--- config.mk ---
export PLATFORM = sky130hd
export DESIGN_NAME = forth_core_p
export DESIGN_NICKNAME = d
export VERILOG_FILES = /design/src/rtl/forth_core_p.sv
export SDC_FILE = /design/constraint.sdc
export NUM_CORES = 2
export LEC_CHECK = 0
export CORE_ASPECT_RATIO = 0.9
export CORE_MARGIN = 5
export CORE_UTILIZATION = 38
export CTS_BUF_LIST = sky130_fd_sc_hd__clkbuf_8
export DETAILED_ROUTE_END_ITERATION = 10
export GPL_ROUTABILITY_DRIVEN = 0
export PLACE_DENSITY = 0.55
export SLEW_MARGIN = 15
export SYNTH_ARGS = -nofsm -noshare
export SYNTH_HDL_FRONTEND = slang
export SYNTH_SLANG_ARGS = --single-unit
--- constraint.sdc ---
create_clock -name clk -period 9 [get_ports clk]
set_clock_uncertainty 0.05 [all_clocks]
set_input_delay 1.8 -clock clk [delete_from_list [all_inputs] [get_ports clk]]
set_output_delay 1.8 -clock clk [all_outputs]
set_load 0.01 [all_outputs]
--- src/rtl/forth_core_p.sv ---
// Dual-stack Forth CPU, one shared req/ready memory port, single clock; OFFSET_REG_EN adds a base-offset register.
// Latency: fetch accept -> EXEC -> next fetch request (2 cycles); memory ops add one request/accept round trip.
// Backpressure: request fields are held until mem_ready; mem_req drops the cycle after acceptance.
module forth_core_p #(
  parameter int DATA_W = 16,
  parameter int ADDR_W = 16,
  parameter int PSTACK_DEPTH = 16,
  parameter int RSTACK_DEPTH = 16,
  parameter logic [ADDR_W-1:0] RESET_PC = '0
) (
  input  logic              clk,
  input  logic              rst,
  output logic              mem_req,
  output logic              mem_we,
  output logic [ADDR_W-1:0] mem_addr,
  output logic [DATA_W-1:0] mem_wdata,
  input  logic              mem_ready,
  input  logic [DATA_W-1:0] mem_rdata,
  output logic [15:0]       ins,
  output logic [ADDR_W-1:0] pc,
  output logic              halted,
  output logic              stack_fault
);
  localparam int PW = $clog2(PSTACK_DEPTH + 1);
  localparam int RW = $clog2(RSTACK_DEPTH + 1);
  localparam int PI = $clog2(PSTACK_DEPTH);
  localparam int RI = (RSTACK_DEPTH > 1) ? $clog2(RSTACK_DEPTH) : 1;

  typedef enum logic [1:0] {S_FETCH, S_EXEC, S_MEM, S_HALT} state_t;
  state_t state;

  logic [DATA_W-1:0] pstk [PSTACK_DEPTH];
  logic [DATA_W-1:0] rstk [RSTACK_DEPTH];
  logic [PW-1:0]     pdepth, pd_nx;
  logic [RW-1:0]     rdepth, rd_nx;
  logic [PI-1:0]     tos_idx, top_idx, sec_idx;
  logic [RI-1:0]     r_idx;
  logic [DATA_W-1:0] tos, nos, rtos;
  logic [ADDR_W-1:0] ofs, ofs_nx, pc_inc, pc_nx;

`ifdef OFFSET_REG_EN
  logic [ADDR_W-1:0] ofs_r;
  assign ofs = ofs_r;
`else
  assign ofs = '0;
`endif

  assign tos_idx = PI'(pdepth - PW'(1));
  assign tos     = pstk[tos_idx];
  assign nos     = pstk[PI'(pdepth - PW'(2))];
  assign rtos    = rstk[RI'(rdepth - RW'(1))];
  assign pc_inc  = pc + ADDR_W'(1);

  int p_need, p_push, r_need, r_push;
  logic fault, is_mem, is_halt, ofs_we, top_we, sec_we, rpush_we;
  logic [DATA_W-1:0] top_val, sec_val, rpush_val, alu_res, shamt;
  logic [3:0] op;

  // Decode the latched instruction: operand needs, stack writes, next pc and fault.
  always_comb begin
    p_need = 0; p_push = 0; r_need = 0; r_push = 0;
    is_mem = 1'b0; is_halt = 1'b0; ofs_we = 1'b0;
    top_we = 1'b0; sec_we = 1'b0; rpush_we = 1'b0;
    top_val = tos; sec_val = nos; rpush_val = '0;
    alu_res = '0; pc_nx = pc_inc;
    op = ins[3:0];
    shamt = DATA_W'(tos % DATA_W);
    if (ins[15]) begin
      p_push = 1; top_we = 1'b1; top_val = DATA_W'(ins[14:0]);
    end else begin
      case (ins[14:12])
        3'd0: begin
          case (op)
            4'd0: alu_res = nos + tos;
            4'd1: alu_res = nos - tos;
            4'd2: alu_res = nos & tos;
            4'd3: alu_res = nos | tos;
            4'd4: alu_res = nos ^ tos;
            4'd5: alu_res = nos << shamt;
            4'd6: alu_res = nos >> shamt;
            4'd7: alu_res = {DATA_W{nos == tos}};
            4'd8: alu_res = {DATA_W{nos < tos}};
            4'd9: alu_res = ~tos;
            default: alu_res = '0;
          endcase
          if (op <= 4'd8) begin
            p_need = 2; p_push = 1; top_we = 1'b1; top_val = alu_res;
          end else if (op == 4'd9) begin
            p_need = 1; p_push = 1; top_we = 1'b1; top_val = alu_res;
          end
        end
        3'd1: begin
          case (op)
            4'd0: begin p_need = 1; p_push = 2; top_we = 1'b1; top_val = tos; end
            4'd1: p_need = 1;
            4'd2: begin
              p_need = 2; p_push = 2;
              top_we = 1'b1; top_val = nos; sec_we = 1'b1; sec_val = tos;
            end
            4'd3: begin p_need = 2; p_push = 3; top_we = 1'b1; top_val = nos; end
            4'd4: begin p_need = 1; r_push = 1; rpush_we = 1'b1; rpush_val = tos; end
            4'd5: begin r_need = 1; p_push = 1; top_we = 1'b1; top_val = rtos; end
`ifdef OFFSET_REG_EN
            4'd6: begin p_need = 1; ofs_we = 1'b1; end
`endif
            default: ;
          endcase
        end
        3'd2: begin
          if (op == 4'd0) begin p_need = 1; p_push = 1; is_mem = 1'b1; end
          else if (op == 4'd1) begin p_need = 2; is_mem = 1'b1; end
        end
        3'd3: begin p_need = 1; pc_nx = tos[ADDR_W-1:0]; end
        3'd4: begin
          p_need = 2;
          if (nos == '0) pc_nx = tos[ADDR_W-1:0];
        end
        3'd5: begin
          p_need = 1; r_push = 1; rpush_we = 1'b1;
          rpush_val = DATA_W'(pc_inc); pc_nx = tos[ADDR_W-1:0];
        end
        3'd6: begin r_need = 1; pc_nx = rtos[ADDR_W-1:0]; end
        default: is_halt = 1'b1;
      endcase
    end
    fault = (int'(pdepth) < p_need) || (int'(pdepth) - p_need + p_push > PSTACK_DEPTH) ||
            (int'(rdepth) < r_need) || (int'(rdepth) - r_need + r_push > RSTACK_DEPTH);
    pd_nx   = PW'(int'(pdepth) - p_need + p_push);
    rd_nx   = RW'(int'(rdepth) - r_need + r_push);
    top_idx = PI'(pd_nx - PW'(1));
    sec_idx = PI'(pd_nx - PW'(2));
    r_idx   = RI'(rd_nx - RW'(1));
    ofs_nx  = ofs_we ? tos[ADDR_W-1:0] : ofs;
  end

  // Fetch/execute/memory sequencer; a faulting instruction changes nothing but the fault/halt flags.
  always_ff @(posedge clk) begin
    if (rst) begin
      state <= S_FETCH; pc <= RESET_PC; ins <= '0;
      mem_req <= 1'b0; mem_we <= 1'b0; mem_addr <= '0; mem_wdata <= '0;
      halted <= 1'b0; stack_fault <= 1'b0; pdepth <= '0; rdepth <= '0;
`ifdef OFFSET_REG_EN
      ofs_r <= '0;
`endif
    end else begin
      case (state)
        S_FETCH: begin
          if (!mem_req) begin
            mem_req <= 1'b1; mem_we <= 1'b0; mem_addr <= pc + ofs;
          end else if (mem_ready) begin
            mem_req <= 1'b0; ins <= mem_rdata[15:0]; state <= S_EXEC;
          end
        end
        S_EXEC: begin
          if (fault) begin
            stack_fault <= 1'b1; halted <= 1'b1; state <= S_HALT;
          end else if (is_halt) begin
            halted <= 1'b1; state <= S_HALT;
          end else if (is_mem) begin
            mem_req <= 1'b1; mem_we <= op[0];
            mem_addr <= tos[ADDR_W-1:0] + ofs; mem_wdata <= nos; state <= S_MEM;
          end else begin
            pdepth <= pd_nx; rdepth <= rd_nx;
            if (top_we) pstk[top_idx] <= top_val;
            if (sec_we) pstk[sec_idx] <= sec_val;
            if (rpush_we) rstk[r_idx] <= rpush_val;
`ifdef OFFSET_REG_EN
            ofs_r <= ofs_nx;
`endif
            pc <= pc_nx;
            mem_req <= 1'b1; mem_we <= 1'b0; mem_addr <= pc_nx + ofs_nx;
            state <= S_FETCH;
          end
        end
        S_MEM: begin
          if (mem_ready) begin
            mem_req <= 1'b0;
            if (mem_we) pdepth <= pdepth - PW'(2);
            else pstk[tos_idx] <= mem_rdata;
            pc <= pc_inc; state <= S_FETCH;
          end
        end
        default: ;
      endcase
    end
  end
endmodule

# Word-level counts from Yosys, hierarchy flattened
# Memory sizes are Yosys's and may differ from the RTL's.
# Cells that the tools add are included.
dict set report word_totals {
  reg_bits 80
  out_inout_bits 68
  elab_cells 210
  ramBits 512
  mem_count 2
}
dict set report classes {
  n_shift 2
  n_addsub 13
  mux 115
  eq_ne 26
  bitwise 7
  n_reduce_logical 28
  magnitude_cmp 6
}
# name depth width rd rd_clocked_by_memory_dff write_ports line
set memory_table {}
lappend memory_table {pstk 16 16 2 0 2 32} ;# logic [DATA_W-1:0] pstk [PSTACK_DEPTH];
lappend memory_table {rstk 16 16 1 0 1 33} ;# logic [DATA_W-1:0] rstk [RSTACK_DEPTH];
# operator n
set op_table {}
lappend op_table {{16-bit 2-to-1 mux} 19}
lappend op_table {{16-bit one-hot mux with 10 select lines} 1}
lappend op_table {{16-bit one-hot mux with 2 select lines} 5}
lappend op_table {{32-bit by 6-bit greater-than comparator with 1-bit output, second input constant} 2}
lappend op_table {{1-bit 2-to-1 mux} 60}
lappend op_table {{16-bit one-hot mux with 3 select lines} 1}
lappend op_table {{5-bit 2-to-1 mux} 5}
lappend op_table {{2-bit 2-to-1 mux} 11}
lappend op_table {{4-bit AND reduction} 5}
lappend op_table {{2-bit one-hot mux with 3 select lines} 3}
lappend op_table {{16-bit by 1-bit adder with 16-bit output, second input constant} 1}
lappend op_table {{16-bit adder} 1}
lappend op_table {{16-bit AND} 1}
lappend op_table {{16-bit == test} 1}
lappend op_table {{4-bit by 3-bit == test with 1-bit output, second input constant} 4}
lappend op_table {{16-bit zero test} 1}
lappend op_table {{16-bit less-than comparator} 1}
lappend op_table {{2-bit inequality test, second input constant} 8}
lappend op_table {{16-bit inverter} 1}
lappend op_table {{16-bit bitwise OR} 1}
lappend op_table {{16-bit OR reduction} 1}
lappend op_table {{16-bit by 4-bit << shifter with 16-bit output} 1}
lappend op_table {{16-bit by 4-bit right shift with 16-bit output} 1}
lappend op_table {{16-bit subtractor} 1}
lappend op_table {{40 further kinds} 61}

# Logic depth before layout (Yosys ltp)
dict set report logic_depth {
  depth_word 16
  depth_mapped 29
}

# Worst setup path after synthesis
# Ideal clock, no wire load.
dict set report synth_timing {
  path_type {register to register}
  startpoint {register ins[0]}
  endpoint {memory pstk[7][0], enable pin}
  arrival_time_ns 6.937
  stages_incl_launch_ff 27
  setup_time_ns 0.436
  path_buffers 6
  slack_ns 1.578
  path_cell_list {dfxtp_1 clkbuf_1 clkbuf_1 buf_2 buf_2 clkbuf_1 nand2b_1 o22ai_1 a21oi_1 a2bb2oi_1 or2_2 inv_1 fa_1 inv_1 ha_1 a21o_1 a21oi_1 o31a_1 ha_1 nor2b_1 nand4_1 o221ai_1 nand3_1 nor2_1 clkbuf_1 a21oi_1 o41ai_1}
}
# item line
set synth_rtl {}
lappend synth_rtl {{start, declared} 19} ;# output logic [15:0] ins,
lappend synth_rtl {{start signal, assigned} 139} ;# state <= S_FETCH; pc <= RESET_PC; ins <= '0;
lappend synth_rtl {{start signal, assigned} 151} ;# mem_req <= 1'b0; ins <= mem_rdata[15:0]; state <= S_EXEC;
lappend synth_rtl {{end, declared} 32}

==> impl_metrics.ini <==
[run_status]
outcome = completed

[die]
initial_utilization_pct = 38.1
die_h_um = 307
core_area_um2 = 97800
fp-row-count = 109
pin_count = 87
die_x_um = 340
dieArea_um2 = 104000

[cts]
cts_root_buffer = clkbuf_8
cts_tree = built
cts_made_buffers = 101
worstSkewPairLatency_ps = 790
post_cts_buffers = 0
hold_buffers = 0
cts_resized = 0
clk_path_buf_depth = 3
clk_pin_slew_worst_paths_ps = 80
clock-sinks = 592
h-tree-depth = 3

[cells_and_area]
instances_no_fill = 4723
nFillCells = 9159
nNetsFinal = 3467
drive_gt1_share_pct = 19.2
fin_area_um2 = 41800
syn_to_final_growth_pct = 12.1

[drt]
wl_per_cell_um = 30.2
vias = 30300
wl_mm = 143
drtAntennaViolNets = 0
dr.pass1.iters = 6
drc = 0
drt-initial-drc-count = 4346
viasPerCell = 6.41

[synth]
synth_compound_area_share_pct = 14.8
synth_mux_area_share_pct = 18.2
synthFlopType = edfxtp_1
synth_seq_cells = 592
synthTopCellsByArea = edfxtp_1 41%, mux4_2 13%, dfxtp_1 4.3%
synthAdderAreaFrac_pct = 3.26
synthesis.nets = 3435
async_reset_ff_share_pct = 0
synth_simple_gate_area_share_pct = 12.2
syn_area_um2 = 37300
yosysTopAreaCellShare_pct = 41.3
yosysSeqAreaShare_pct = 45.6
synth_top_family_by_area = multiplexers
synth_cells = 3322
synth-edff-count = 512
yosys_warnings = 0
syn_avg_cell_area_um2 = 11.2
synth.largest_area_cell = edfxtp_1
synth-xor-area-share_pct = 0.937
synth_cell_types = 112

[sta]
grt_setup_unrepaired = false
hold_violations = 0
fin_crit_sh_pct = 83.1
setup_viol = 0
tightest_slew_ps = 1210
finalMaxSlewViolations = 0
fin_tns_setup_ps = 0
fmax_mhz = 134
fin_crit_ps = 7480
slew_headroom_pct = 19.2

[worst_setup_path]
start_kind = register
crit_fanout = 16
cp.arrival_ps = 7860
critPathCaptureType = register
crit_required_ps = 9380
crit_type = register to register

[run]
cap_violations = 0

[global_route]
antenna_found_initial = 1
grt_max_degree = 57
grt.met2_usage_pct = 39.9
grt_pass1_vias = 28600
grtUsageMet3_pct = 7.20
grtUsageTotal_pct = 26.3
grt_overflow_total = 0
groute.layer.met1.usage_pct = 36.0
grt_pass1_wl_mm = 204
top_usage_layer = met2

[place]
dp_hpwl_mm = 98.9
port_buffers = 86
placed_area_um2 = 39600
place_inst = 4527

[min_path]
hp-class = register to register
registers in the layout (all words and copies together), names as in the netlist:
signal,count
pstk,256
rstk,256
ins,16
mem_addr,16
mem_wdata,16
pc,16
pdepth,5
rdepth,5
state,2
halted,1
mem_req,1
mem_we,1
stack_fault,1
synth_stat cells, types with 9 or more instances:
| master | number |
|---|---|
| nor2_1 | 286 |
| mux4_2 | 210 |
| buf_4 | 27 |
| nand2b_1 | 21 |
| a221oi_1 | 19 |
| a22oi_1 | 40 |
| nand2_1 | 363 |
| o21ai_0 | 147 |
| o21a_1 | 11 |
| buf_1 | 10 |
| edfxtp_1 | 512 |
| nor3_1 | 56 |
| or3_1 | 23 |
| a21oi_1 | 232 |
| a31oi_1 | 54 |
| inv_1 | 83 |
| mux2_2 | 33 |
| and2_1 | 10 |
| xnor2_1 | 23 |
| o31ai_1 | 17 |
| buf_6 | 33 |
| nand3_2 | 10 |
| nand4_1 | 19 |
| and3_1 | 28 |
| dfxtp_1 | 80 |
| o221ai_1 | 16 |
| o211ai_1 | 35 |
| xor2_1 | 10 |
| a221o_1 | 10 |
| buf_2 | 47 |
| ha_1 | 89 |
| mux2i_1 | 149 |
| clkbuf_1 | 152 |
| o22ai_1 | 19 |
| nand3_1 | 73 |
| or2_2 | 10 |
| a21o_1 | 9 |
| nor4_1 | 12 |
| nor2b_1 | 20 |
| o21ai_1 | 92 |
| a211oi_1 | 29 |
metrics by stage:
step | hold WS (ps) | utilization [%] | setup WS [ps]
finish | 394 | 42.7 | 1520
global route | 428 | 42.7 | 1290
CTS | 403 | 42.7 | 1700
detailed placement | 393 | 40.5 | 1700
global placement | 383 | 40.4 | 1750
floorplan | 417 | - | 1580
cell families after synthesis:
family,Yosys count
adders and majority gates,94
buffers and inverters,369
DFF,592
and+or+nand+nor,981
muxes,403
xor gates and xnor gates,36
AOI/OAI and AO/OA,847
cell usage in the layout (no fill, tap or decap), drive strengths merged, types with 18 or more instances in the layout:
master,instances
nor2b,20
a21oi,235
o31ai,22
o22ai,21
mux4,212
nand3,83
nand2b,21
o21ai,242
nor2,287
ha,89
clkdlybuf4s50,85
inv,132
dfxtp,80
nor4,18
a211oi,30
nand4,20
nand2,363
mux2i,158
clkbuf,106
buf,121
or3,23
a31oi,57
xnor2,24
nor3,63
mux2,33
and3,28
a22oi,40
o211ai,36
clkinv,36
a221oi,20
edfxtp,512
worst max-delay path, stage by stage (launching register included):
cell and delay, ps:
dfxtp_4 350, clkinv_1 460, ha_1 500, a21boi_1 230, xnor2_4 600, buf_4 450
mux2i_2 890, buf_4 320, inv_2 50, ha_1 230, o311ai_0 770, a21oi_1 220
xnor2_1 180, a221oi_1 490, o221ai_1 200, nand3b_1 250, o32ai_2 410, buf_4 340
o21ai_0 130
final timing paths:
kind                            depth (start not counted)           to  slack (ps)        start
worst min register to register                          2  stack_fault         390  stack_fault
worst max-delay path                                   18   pstk[4][8]        1520    pdepth[1]
worst max register to register                         18   pstk[4][8]        1520    pdepth[1]
worst min-delay path                                    2  stack_fault         390  stack_fault
cell type report:
type	instances	area [um^2]	area share (%)
sequential	592	17000	40.7
antenna	5	12.5	0.0300
clock buffer	106	1460	3.49
clock inverter	85	672	1.61
inverter	92	345	0.827
timing repair buffer	206	1800	4.31
tap	1276	1600	3.82
multi-input combinational	2361	18900	45.2
per-layer routing:
| layer | share of wire [%] | wire (um) |
|---|---|---|
| met3 | 11 | 16100 |
| met1 | 40 | 57700 |
| met5 | 0 | 0 |
| met4 | 4.8 | 6820 |
| met2 | 43 | 62000 |
Power is left out: the tool's default activity adds up to more than one toggle a clock period on the data nets, which glitch-free logic cannot reach.
